[src/rtl/demux_1x32_deser_pkg.sv]
// Shared types and constants for the 1-to-K serial-to-parallel demux.
package demux_1x32_deser_pkg;

  localparam int K_DEF = 32;

  // FILL: collecting bits; HOLD: presenting a finished frame to the consumer.
  typedef enum logic {
    FILL = 1'b0,
    HOLD = 1'b1
  } state_e;

endpackage

[src/rtl/demux_1x32.sv]
// Combinational 1-to-K one-hot write-enable decoder.
module demux_1x32 #(
  parameter int K  = 32,
  parameter int SW = $clog2(K)
) (
  input  logic [SW-1:0] idx_i,
  input  logic          en_i,
  output logic [K-1:0]  stb_o
);

  // Raise exactly one strobe at idx_i when enabled; K is a power of two so idx_i is always in range.
  always_comb begin
    stb_o        = '0;
    stb_o[idx_i] = en_i;
  end

endmodule

[src/rtl/demux_1x32_deser.sv]
// Serial bit router / deserializer: each accepted bit lands at an auto-incremented
// or explicit index of y; a finished or flushed frame is held until y_ready.
module demux_1x32_deser
  import demux_1x32_deser_pkg::*;
#(
  parameter  int K  = K_DEF,
  localparam int SW = $clog2(K)
) (
  input  logic          clk,
  input  logic          rst,
  input  logic          din,
  input  logic          din_valid,
  output logic          din_ready,
  input  logic          addr_mode,
  input  logic [SW-1:0] sel,
  input  logic          flush,
  output logic [K-1:0]  y,
  output logic          y_valid,
  input  logic          y_ready,
  output logic [SW:0]   count
);

  localparam logic [SW:0]   CNT_FULL = (SW+1)'(K);
  localparam logic [SW:0]   CNT_LAST = (SW+1)'(K-1);
  localparam logic [SW-1:0] PTR_LAST = SW'(K-1);

  state_e        state_q, state_d;
  logic [K-1:0]  y_q, y_d;
  logic [SW-1:0] ptr_q, ptr_d;
  logic [SW:0]   count_q, count_d;

  logic          accept;
  logic [SW-1:0] wr_idx;
  logic [K-1:0]  wr_stb;

  assign accept = din_valid && (state_q == FILL);
  assign wr_idx = addr_mode ? sel : ptr_q;

  demux_1x32 #(.K(K), .SW(SW)) u_dec (
    .idx_i (wr_idx),
    .en_i  (accept),
    .stb_o (wr_stb)
  );

  // State register; reset discards any partial or held frame.
  always_ff @(posedge clk or posedge rst) begin
    if (rst) state_q <= FILL;
    else     state_q <= state_d;
  end

  // Next state: frame closes on last auto slot, on the K-th bit, or on a non-empty flush.
  always_comb begin
    state_d = state_q;
    case (state_q)
      FILL: begin
        if ((accept && ((!addr_mode && ptr_q == PTR_LAST) || count_q == CNT_LAST)) ||
            (flush && (count_q != '0 || accept)))
          state_d = HOLD;
      end
      HOLD: begin
        if (y_ready) state_d = FILL;
      end
      default: state_d = FILL;
    endcase
  end

  // Handshake outputs decoded directly from state.
  always_comb begin
    din_ready = (state_q == FILL);
    y_valid   = (state_q == HOLD);
  end

  // Datapath next values: write on accept, freeze in HOLD, clear when the frame is taken.
  always_comb begin
    y_d     = y_q;
    ptr_d   = ptr_q;
    count_d = count_q;
    if (state_q == HOLD) begin
      if (y_ready) begin
        y_d     = '0;
        ptr_d   = '0;
        count_d = '0;
      end
    end else begin
      if (accept) begin
        y_d = (y_q & ~wr_stb) | (wr_stb & {K{din}});
        if (count_q != CNT_FULL) count_d = count_q + 1'b1;
        if (!addr_mode)          ptr_d   = ptr_q + 1'b1;
      end
      // Every closed frame restarts the auto pointer at bit 0.
      if (state_d == HOLD) ptr_d = '0;
    end
  end

  // Datapath registers, all reset so no output depends on unreset state.
  always_ff @(posedge clk or posedge rst) begin
    if (rst) begin
      y_q     <= '0;
      ptr_q   <= '0;
      count_q <= '0;
    end else begin
      y_q     <= y_d;
      ptr_q   <= ptr_d;
      count_q <= count_d;
    end
  end

  assign y     = y_q;
  assign count = count_q;

endmodule

[config.mk]
export PLATFORM = sky130hd
export DESIGN_NAME = demux_1x32_deser
export DESIGN_NICKNAME = d
export VERILOG_FILES = /design/src/rtl/demux_1x32_deser_pkg.sv /design/src/rtl/demux_1x32.sv /design/src/rtl/demux_1x32_deser.sv
export SDC_FILE = /design/constraint.sdc
export NUM_CORES = 1
export LEC_CHECK = 0
export ABC_AREA = 1
export CORE_MARGIN = 3
export CORE_UTILIZATION = 45
export DETAILED_ROUTE_END_ITERATION = 16
export GPL_TIMING_DRIVEN = 1
export PLACE_DENSITY_LB_ADDON = 0.05
export SYNTH_ARGS = -nofsm -noshare
export SYNTH_HDL_FRONTEND = slang
export SYNTH_SLANG_ARGS = --single-unit
[constraint.sdc]
create_clock -name clk -period 1.7 [get_ports clk]
set_clock_uncertainty 0.1 [all_clocks]
set_input_delay 0.34 -clock clk [delete_from_list [all_inputs] [get_ports clk]]
set_output_delay 0.34 -clock clk [all_outputs]
set_load 0.01 [all_outputs]
---- After elaboration in Yosys (flattened, before gate mapping) ----
Cells that the tools add are included.
operators by class
  $add $sub $neg .......................... 2
  order comparisons ....................... 2
  equality and inequality tests ........... 5
  muxes and demuxes ....................... 18
  bitwise operators ....................... 6
  reductions and logical operators ........ 16
operator list
  cell                 count
  $and 32x32->32       3
  $mux 32              3
  $not 32->32          1
  $or 32x32->32        1
  $mux 5               6
  $mux 6               4
  $add 6x1->6 const B  1
  $eq 6x5->1 const B   1
  $lt 5x6->1 const B   1
  $ne 6x6->1 const B   1
  $reduce_and 3->1     2
  $reduce_bool 6->1    1
  $add 5x1->5 const B  1
  $demux 1 s5          1
  $eq 5x5->1 const B   1
  $ge 5x1->1 const B   1
  $logic_and 1x1->1    5
  $reduce_bool 2->1    2
  $logic_or 1x1->1     3
  $mux 1               3
  $ne 3x1->1 const B   1
  $reduce_bool 3->1    1
  $ne 2x2->1 const B   1
  $pmux 1 s2           1
  3 further kinds      3
word-level totals
  flip-flop bits (word level) ............. 44
  input bits .............................. 12
  output and inout bits ................... 40
  logic and storage cells ................. 53

---- Longest topological paths before layout ----
Gate-level depths: netlist of run 1.
  word-level depth ........................ 11
  gate-level depth with buffers ........... 11
  mapped depth without buffers ............ 11

---- Modules after synthesis ----
From an unflattened synthesis of run 1, not the netlist that was laid out.
unflattened totals
  cell total of the unflattened synthesis .. 331
  area total of the unflattened synthesis .. 2,406.1 sq um
modules (own cells, without submodules)
  module            times used  cells an instance  area an instance (sq um)  seq. area each (sq um)
  demux_1x32_deser  1           281                2,205.9                   1,101.1
  demux_1x32        1           50                 200.2                     0.0

---- Worst setup path after synthesis of run 1 ----
OpenSTA, ideal clock, no wires.
  kind .................................... flip-flop to flip-flop
  start point ............................. register ptr_q[0]
  end point ............................... register ptr_q[1]
  library setup time ...................... 83 ps
  arrival time ............................ 1,370 ps
  required time ........................... 1,517 ps
  setup slack ............................. 147 ps
  stages on the path, launching flop included .. 12
  path buffers ............................ 0
  clock period less this slack ............ 1,553 ps
  cells stage by stage .................... dfrtp_1 > ha_1 > nand2_1 > nor2_1 > ha_1 > nand2_1 > o21ai_0 > nand2_1 > nand2_1 > nand2_1 > nand2_1 > o21ai_0
on the way
  cells in the longest elaborated chain, start to end .. 9
  elaborated cells on any way between the ends .. 15
  classes of those cells .................. add/sub (1); eq/ne (2); mux (6); reduce/logical (6)
ends and longest elaborated chain
  what                                                         RTL line                 RTL
  from (decl)                                                  demux_1x32_deser.sv:29   logic [SW-1:0] ptr_q, ptr_d;
  from (signal assigned)                                       demux_1x32_deser.sv:103  ptr_q <= ptr_d;
  $eq 5x5->1                                                   demux_1x32_deser.sv:56   if ((accept && ((!addr_mode && ptr_q == PTR_LAST) || count_q == CNT_LAST)) ||
  $logic_and 1x1->1                                            demux_1x32_deser.sv:56
  $logic_or 1x1->1                                             demux_1x32_deser.sv:56
  $logic_and 1x1->1                                            demux_1x32_deser.sv:56
  $logic_or 1x1->1                                             demux_1x32_deser.sv:56
  $mux 1                                                       demux_1x32_deser.sv:56
  $pmux 1 s2                                                   demux_1x32_deser.sv:54   case (state_q)
  $ne 3x1->1 (no source line) (tied with other cells)          --
  $reduce_and 3->1 (no source line) or $mux 5 (tied branches)  --
Several ways; a longest one is shown, not always the timed one. The select of a mux whose other input is x is not followed.
A chain may end at the register's enable or synchronous reset.

---- Worst setup path in the final report of run 1 ----
  start point ............................. register y_q[23], in the netlist y[23]
  end point ............................... output y[23]
RTL lines
  what                    RTL line                 RTL
  from (decl)             demux_1x32_deser.sv:28   logic [K-1:0] y_q, y_d;
  from (signal assigned)  demux_1x32_deser.sv:102  y_q <= y_d;
  to (decl)               demux_1x32_deser.sv:17   output logic [K-1:0] y,
No word-level cell between the ends.

==> results of run 1 <==
## worst min-delay path, delay by kind of cell
kind | cells | cell delay, ps
buffers and inverters | 3 | 740
## power by group
group          switching (mW)  internal [mW]  total [mW]
combinational            1.04          0.785        1.83
sequential              0.143           1.22        1.36
clock                   0.372          0.437       0.808
## state kept, by name, summed over array words and instances (netlist names)
signal and count:
count 6, ptr_q 5, y 32, y_valid 1
## what timing repair did
action	in CTS	in global routing
cloned	0	1
buffers inserted	4	1
pin swaps	1	7
resized for setup	17	62
endpoints found under the setup margin	45	64
## per-stage QoR
stage / instance area, um^2 / setup TNS [ps] / cells / power, mW / utilization [%]
after floorplan: 2640 / 0 / 359 / 2.28 / -
after global placement: 3390 / -13630 / 492 / 3.02 / 60.8
after detailed placement: 3390 / -15660 / 492 / 3.05 / 60.8
after CTS: 3530 / 0 / 504 / 3.88 / 63.3
after global routing: 3690 / -382 / 506 / 4.25 / 66.2
final: 3690 / 0 / 506 / 4.00 / 66.2
## synth_stat cells (3+ instances only)
cell / n / area, um^2
nor2_4: 6 / 67.6
ha_1: 4 / 50.1
nand4_1: 7 / 43.8
a21oi_1: 33 / 165
inv_2: 4 / 15.0
clkbuf_1: 4 / 15.0
o21ai_1: 30 / 150
nand3_1: 46 / 230
dfrtp_1: 44 / 1100
buf_6: 4 / 45.0
o21ai_0: 19 / 95.1
buf_2: 3 / 15.0
clkinv_2: 3 / 15.0
buf_1: 4 / 15.0
inv_1: 26 / 97.6
nand2_1: 92 / 345
nor2_1: 15 / 56.3
## cells by family after synthesis
group           after synthesis
flops                        44
buf+inv                      50
xor+xnor                      3
fa+ha+maj                     4
simple gates                173
compound gates               85
## metal layers
| metal | vias up | global-route usage (%) | wire length (um) |
|---|---|---|---|
| li1 | 1339 | - | - |
| met1 | 1269 | 29.6 | 3310 |
| met2 | 52 | 32.4 | 3140 |
| met3 | 7 | 3.25 | 289 |
| met4 | 0 | 4.25 | 54 |
| met5 | - | 0 | 0 |
## worst paths after layout
check                           slack, ps  endpoint  depth (start not counted)
worst max-delay path                   10     y[23]                          1
worst min-delay path                  310  count[5]                          3
worst max register to register         40  ptr_q[1]                         11
worst min register to register        420     y[11]                          2
max in group asynchronous             970  count[2]                          3
min in group clk                      420     y[11]                          2
## final cells by class
| class | count | area share, % |
|---|---|---|
| inverter | 34 | 3.83 |
| multi-input combinational | 265 | 38.0 |
| tap | 72 | 2.44 |
| timing repair buffer | 82 | 22.7 |
| timing repair inverter | 1 | 0.169 |
| sequential | 44 | 29.9 |
| clock buffer | 6 | 1.97 |
| clock inverter | 2 | 0.949 |
==> impl_metrics.csv, run 1 <==
group,metric,value,unit
global_routing,grt_first_pass_wirelength,11000,um
critical_path,critPathCaptureType,"output pin",
floorplanning,die_h,82.6,um
pwr,vdd_drop_max,0.000804,V
drt,ant_nets,0,
sta,worstMarginPinSlew,339,ps
logic_synthesis,synth.area.mux_share,0,%
clock_tree,cts.root.buffer_cell,"clkbuf_8",
cells_and_area,nNetsFinal,449,
logic_synthesis,synth-simple-area-share,29.8,%
critical_path,cp.arrival,1250,ps
place,dp_slack,-524,ps
sta,setup_slack,14.3,ps
cells_and_area,multi_input_area,1400,um^2
run_status,status,"complete, no violations",
sta,setup_viol,0,
clock_tree,cts_buffers,5,
clock_tree,path_clk_slew,90,ps
critical_path,cp_top_family,"buffers and inverters",
logic_synthesis,synth-edff-count,0,
cells_and_area,layout-drive-gt1-share,20.3,%
place,numPortBuffers,51,
clock_tree,clock_sinks,44,
place,gp_congestion,0.846,
pwr,p_per_area,1080,nW/um^2
floorplanning,fp-row-count,27,
logic_synthesis,syn_area,2640,um^2
drt,first_pass_iters,4,
critical_path,cp-start-kind,"flop",
logic_synthesis,ys_async_sr_fraction,100,%
sta,fin_hold_ws,308,ps
logic_synthesis,synth_cell_types,29,
global_routing,grt_start_max_net_pins,45,
sta,fmax,593,MHz
cells_and_area,area_delta_synth_final,39.9,%
logic_synthesis,synth_cells,359,
floorplanning,io_pins,52,
critical_path,crit_type,"flop to output pin",
clock_tree,cts_tree,"yes",
logic_synthesis,ys_ff_latch,44,
cells_and_area,regArea,1100,um^2
logic_synthesis,syn_nets,375,
cells_and_area,final_cell_mix,"83 x nand2_1, 45 x nand3_1, 41 x dfrtp_1",
logic_synthesis,ys_dominant_reg_cell,"dfrtp_1",
drt,wl_per_cell,13.4,um
clock_tree,htree_levels,2,
flow_run,maxCapViolCount,0,
logic_synthesis,ys_seq_area_share,41.7,%
clock_tree,clockBufferDepth,2,
critical_path,path_cells,"clkdlybuf4s50_1",
critical_path,crit_path_start,"y[23]",
drt,wl,6790,um
global_routing,grt_overflow,0,
drt,num_vias,2667,
global_routing,track_usage,20.5,%
floorplanning,initial_core_util,47.3,%
critical_path,crit_required,1260,ps
place,dp_hpwl,4420,um
cells_and_area,mostFrequentLayoutCell,"nand2_1",
drt,drtIter0Drc,105,
critical_path,timing.rr.start,"ptr_q[1]",
logic_synthesis,synth_fa_ha_area_share,1.90,%
floorplanning,die_w,82.6,um
clock_tree,clock_latency,300,ps
floorplanning,dieArea,6820,um^2
clock_tree,cts_hold_buf,0,
logic_synthesis,synth_top_family_by_area,"simple AND/OR/NAND/NOR gates",
sta,slew_viol_final,0,
cells_and_area,fillers,515,
sta,rsz0062_at_grt,"true",
sta,fin_crit_sh,99.2,%
cells_and_area,num_antenna_cells,0,
critical_path,critPathSlowestCell,"clkdlybuf4s50_1",
sta,max_slew_margin,77.4,%
global_routing,antenna_found_initial,0,
drt,avgViaCountPerCell,5.27,
floorplanning,core-area,5570,um^2
logic_synthesis,syn_avg_cell_area,7.35,um^2
pwr,p_leak,2.01,nW
min_path,holdCritPathClass,"input pin to asynchronous set/reset pin",
drt,drc,0,
logic_synthesis,yosys_warnings,0,
critical_path,critPathMaxStageDelay,550,ps
global_routing,first_global_vias,2365,
critical_path,path_buf_inv,1,
sta,hold_violations,0,
critical_path,critPathMaxFanout,3,
logic_synthesis,synth-compound-area-share,16.8,%
sta,fin_crit,1690,ps
logic_synthesis,synth-xor-area-share,0.996,%
(Power assumes the default switching activity.)
==> run 2: changes to the inputs <==
--- a/config.mk
+++ b/config.mk
@@ -11,6 +11,7 @@
 export DETAILED_ROUTE_END_ITERATION = 16
 export GPL_TIMING_DRIVEN = 1
 export PLACE_DENSITY_LB_ADDON = 0.05
+export RECOVER_POWER = 25
 export SYNTH_ARGS = -nofsm -noshare
 export SYNTH_HDL_FRONTEND = slang
 export SYNTH_SLANG_ARGS = --single-unit
==> run 2 against run 1 <==
Effect of this change: cell count is the same; setup slack did not move; critical path depth unchanged; critical endpoint unchanged; non-clock buffer count stayed put; maximum frequency unchanged; hold slack improved by 110 ps; sequential power hardly changed; design area shrank 0.41%; largest power group unchanged; combinational power about the same; sequential cell count unchanged.
==> impl_metrics.csv, run 2 (synthesis gave the netlist of run 1 again) <==
group,metric,value,unit
run_status,status,"complete, no violations",
cells_and_area,final_cell_mix,"83 x nand2_1, 45 x nand3_1, 41 x dfrtp_1",
sta,fmax,593,MHz
clock_tree,clockBufferDepth,2,
sta,fin_crit_sh,99.2,%
pwr,power_switching,1.56,mW
floorplanning,die_h,82.6,um
cells_and_area,largest_reg_flops,32,
drt,drc,0,
critical_path,critPathMaxStageDelay,550,ps
cells_and_area,layout-drive-gt1-share,20.3,%
floorplanning,fp-row-count,27,
min_path,hold_start,"y[11]",
sta,rsz0062_at_grt,"true",
cells_and_area,design_area,3680,um^2
place,gp_congestion,0.846,
cells_and_area,utilization,66.0,%
drt,first_pass_iters,4,
critical_path,crit_required,1260,ps
critical_path,timing.rr.start,"ptr_q[1]",
drt,num_vias,2664,
global_routing,grt_overflow,0,
cells_and_area,nNetsFinal,449,
global_routing,first_global_vias,2365,
place,numPortBuffers,51,
clock_tree,clock_sinks,44,
pwr,p_sw_share,39.0,%
flow_run,maxCapViolCount,0,
critical_path,cp.arrival,1250,ps
floorplanning,die_w,82.6,um
place,dp_hpwl,4420,um
floorplanning,core-area,5570,um^2
global_routing,track_usage,20.5,%
critical_path,crit_type,"flop to output pin",
drt,wl_per_cell,13.4,um
critical_path,crit_path_start,"y[23]",
cells_and_area,mostFrequentLayoutCell,"nand2_1",
cells_and_area,num_antenna_cells,0,
global_routing,grt_start_max_net_pins,45,
cells_and_area,area_delta_synth_final,39.4,%
sta,worstMarginPinSlew,1000,ps
sta,hold_violations,0,
pwr,p_leak,2.00,nW
critical_path,critPathCaptureType,"output pin",
clock_tree,htree_levels,2,
clock_tree,cts_tree,"yes",
sta,setup_viol,0,
pwr,vdd_drop_max,0.000802,V
critical_path,path_cells,"clkdlybuf4s50_1",
clock_tree,path_clk_slew,90,ps
drt,drtIter0Drc,105,
clock_tree,clock_latency,300,ps
clock_tree,cts_buffers,5,
critical_path,cp_top_family,"buffers and inverters",
global_routing,grt_first_pass_wirelength,11000,um
critical_path,path_buf_inv,1,
pwr,p_per_area,1090,nW/um^2
floorplanning,dieArea,6820,um^2
place,place_area,3390,um^2
drt,wl,6790,um
global_routing,antenna_found_initial,0,
floorplanning,initial_core_util,47.3,%
critical_path,critPathMaxFanout,3,
floorplanning,io_pins,52,
drt,avgViaCountPerCell,5.26,
sta,fin_crit,1690,ps
drt,ant_nets,0,
clock_tree,cts.root.buffer_cell,"clkbuf_8",
pwr,power_frac_seq,34.1,%
sta,max_slew_margin,33.1,%
pwr,combPwrFrac,45.7,%
pwr,clkPwrFrac,20.3,%
critical_path,cp-start-kind,"flop",
pwr,power.internal,2.43,mW
critical_path,critPathSlowestCell,"clkdlybuf4s50_1",
min_path,holdCritPathClass,"flop to flop",
sta,slew_viol_final,0,
==> run 2: cell types whose count changed in the layout (fill, tap and decap cells not counted) <==
cell	delta
buf_12	-1
buf_2	+1
==> run 2: worst min-delay path: stages (launching register included) <==
cell and delay (ps):
dfrtp_1 370, nand2_1 60, o21ai_1 60
==> run 2: final cells by class <==
cell class                      instances  area [um^2]
Fill cell                             517         1900
Timing Repair inverter                  1         6.26
Clock inverter                          2         35.0
Multi-Input combinational cell        265         1400
Clock buffer                            6         72.6
Tap cell                               72         90.1
Sequential cell                        44         1100
Timing Repair Buffer                   82          825
Inverter                               34          141
==> run 2: what timing repair did <==
item | CTS | global route
gates resized for setup | 17 | 62
hold endpoints to repair | 0 | 0
pin swaps | 1 | 7
gates cloned | 0 | 1
hold buffers | 0 | 0
endpoints found under the setup margin | 45 | 64
setup buffers | 4 | 1
==> run 2: final timing paths <==
check	endpoint	slack, ps	cells past startpoint
hold / removal	y[11]	420	2
setup / recovery	y[23]	10	1
hold reg to reg	y[11]	420	2
setup reg to reg	ptr_q[1]	40	11
min in group asynchronous	count[5]	570	3
max in group asynchronous	count[2]	250	3
==> run 2: stage by stage <==
stage	hold slack [ps]	cells	power, mW	setup WS [ps]	setup TNS (ps)
global route	450	506	4.25	-74.9	-382
CTS	314	504	3.88	5.13	0
floorplan	399	359	2.28	147	0
detailed placement	409	492	3.05	-524	-15660
finish	419	506	3.99	14.3	0
global placement	397	492	3.02	-446	-13630
==> run 2: layer usage <==
layer  track usage (%)  up-vias  wire [um]
met5                 0        -          0
met4              4.25        0         54
met3              3.25        7        289
met2              32.4       52       3130
met1              29.6     1266       3310
li1                  -     1339          -
==> run 2: power by group through the flow <==
stage	Combinational, mW	Sequential (mW)	Clock, mW
5_1_grt	2.01	1.38	0.854
4_1_cts	1.71	1.36	0.814
3_5_place_dp	1.66	1.39	0
3_3_place_gp	1.64	1.38	0
2_1_floorplan	0.848	1.44	0
6_report	1.82	1.36	0.808
==> run 3: changes to the inputs <==
--- a/config.mk
+++ b/config.mk
@@ -6,6 +6,7 @@
 export NUM_CORES = 1
 export LEC_CHECK = 0
 export ABC_AREA = 1
+export ABC_CLOCK_PERIOD_IN_PS = 1990
 export CORE_MARGIN = 3
 export CORE_UTILIZATION = 45
 export DETAILED_ROUTE_END_ITERATION = 16
==> constraint.sdc (replaced) <==
create_clock -name clk -period 1.99 [get_ports clk]
set_clock_uncertainty 0.1 [all_clocks]
set_input_delay 0.398 -clock clk [delete_from_list [all_inputs] [get_ports clk]]
set_output_delay 0.398 -clock clk [all_outputs]
set_load 0.01 [all_outputs]
==> run 3 against run 2 <==
Effect of this change: hold slack worse by 0.64 ps; sequential share of layout area is 1.9 points higher; clock power is 26% lower.
==> impl_metrics.csv, run 3 (synthesis gave the netlist of run 1 again) <==
group,metric,value,unit
sta,fmax,529,MHz
critical_path,critPathCaptureType,"output pin",
cells_and_area,layout-drive-gt1-share,12.0,%
min_path,whs_endpoint,"y[26]",
floorplanning,fp-row-count,27,
floorplanning,dieArea,6820,um^2
place,dp_hpwl,4460,um
min_path,holdCritPathClass,"flop to flop",
cells_and_area,fillers,502,
critical_path,crit_required,1490,ps
place,numPortBuffers,51,
pwr,p_leak,1.50,nW
critical_path,cp-start-kind,"flop",
global_routing,grt_overflow,0,
pwr,p_per_area,910,nW/um^2
drt,wl,6390,um
place,gp_congestion,0.842,
drt,wl_per_cell,12.9,um
cells_and_area,largest_reg_flops,32,
clock_tree,cts_tree,"yes",
floorplanning,die_w,82.6,um
cells_and_area,final_cell_mix,"92 x nand2_1, 49 x clkdlybuf4s50_1, 46 x nand3_1",
flow_run,maxCapViolCount,0,
global_routing,first_global_vias,2350,
sta,fin_crit,1890,ps
floorplanning,die_h,82.6,um
clock_tree,clockBufferDepth,2,
critical_path,rrSetupSlack,190,ps
cells_and_area,area_delta_synth_final,30.4,%
pwr,finalPower,3.13,mW
global_routing,antenna_found_initial,0,
clock_tree,clock_sinks,44,
sta,rsz0062_at_grt,"false",
sta,slew_viol_final,0,
clock_tree,cts_hold_buf,0,
sta,max_slew_margin,24.5,%
drt,avgViaCountPerCell,5.12,
cells_and_area,utilization,61.8,%
clock_tree,clock_latency,290,ps
cells_and_area,mostFrequentLayoutCell,"nand2_1",
floorplanning,initial_core_util,47.3,%
clock_tree,htree_levels,2,
clock_tree,path_clk_slew,80,ps
global_routing,grt_first_pass_wirelength,11000,um
critical_path,worst_r2r_path_depth,11,
sta,setup_viol,0,
cells_and_area,nNetsFinal,439,
global_routing,grt_start_max_net_pins,45,
sta,worstMarginPinSlew,1130,ps
min_path,hold_start,"y[26]",
sta,fin_hold_ws,419,ps
sta,hold_violations,0,
place,place_area,3360,um^2
floorplanning,io_pins,52,
drt,first_pass_iters,4,
clock_tree,cts.root.buffer_cell,"clkbuf_8",
critical_path,timing.rr.start,"ptr_q[0]",
clock_tree,cts_buffers,5,
global_routing,track_usage,20.8,%
critical_path,cp.arrival,1390,ps
critical_path,crit_type,"flop to output pin",
cells_and_area,num_antenna_cells,0,
drt,ant_nets,0,
min_path,hold_depth,2,
critical_path,critPathMaxFanout,5,
drt,drtIter0Drc,167,
drt,drc,0,
run_status,status,"complete, no violations",
critical_path,r2r-end,"ptr_q[1]",
floorplanning,core-area,5570,um^2
cells_and_area,design_area,3440,um^2
sta,fin_crit_sh,95.0,%
drt,num_vias,2541,
pwr,vdd_drop_max,0.000414,V
## run 3: cell types whose count changed in the layout (fill, tap and decap cells not counted), moves of 3 or more
cell / before / now
dfrtp_2: 3 / 0
o21ai_0: 7 / 19
nand2_2: 8 / 1
o21ai_2: 6 / 1
buf_4: 27 / 18
o21ai_1: 37 / 30
a21oi_1: 29 / 33
clkdlybuf4s50_1: 22 / 49
dfrtp_1: 41 / 44
a21oi_2: 4 / 0
dlymetal6s2s_1: 23 / 1
dlygate4sd2_1: 5 / 0
nand2_1: 83 / 92
## run 3: per-stage QoR
| step | setup TNS (ps) | setup WS [ps] | cells |
|---|---|---|---|
| 3_3_place_gp | -4510 | -215 | 488 |
| 5_1_grt | 0 | 42.1 | 496 |
| 4_1_cts | 0 | 14.5 | 496 |
| 6_report | 0 | 100 | 496 |
| 2_1_floorplan | 0 | 437 | 359 |
| 3_5_place_dp | -6490 | -290 | 488 |
## run 3: timing repair
| item | 4_1_cts | 5_1_grt |
|---|---|---|
| buffers inserted | 0 | 0 |
| resized for setup | 0 | 1 |
| setup endpoints to repair | 0 | 21 |
| hold endpoints to repair | 0 | 0 |
## run 3: power breakdown
part	internal, mW	total [mW]	switching (mW)
clock	0.281	0.596	0.315
sequential	1.04	1.18	0.140
combinational	0.593	1.36	0.766
total	1.91	3.13	1.22
## run 3: worst max path at each step
stage | cells after the start | end | startpoint
2_1_floorplan | 11 | ptr_q[1] | ptr_q[0]
3_3_place_gp | 9 | y[20] | addr_mode
3_5_place_dp | 9 | y[17] | addr_mode
4_1_cts | 9 | y[17] | addr_mode
5_1_grt | 2 | din_ready | y_valid
6_report | 2 | din_ready | y_valid
## run 3: critical path, cell delays in order (launching register included)
cell,delay (ps)
dfrtp_1,430
inv_1,110
clkdlybuf4s50_1,550
## run 3: layout make-up
class / instances / area (um^2) / share of cell area, %
repair buffers: 73 / 713 / 20.7
clock buffers: 6 / 82.6 / 2.40
inverters: 34 / 134 / 3.89
clock inverters: 2 / 15.0 / 0.436
multi-input cells: 265 / 1310 / 37.9
well taps: 72 / 90.1 / 2.62
flip-flops and latches: 44 / 1100 / 32.0
## run 3: layer usage
layer	track usage, %	wire length [um]
met1	30.5	3170
met2	32.2	2880
met3	3.25	276
met4	4.58	57
met5	0	0
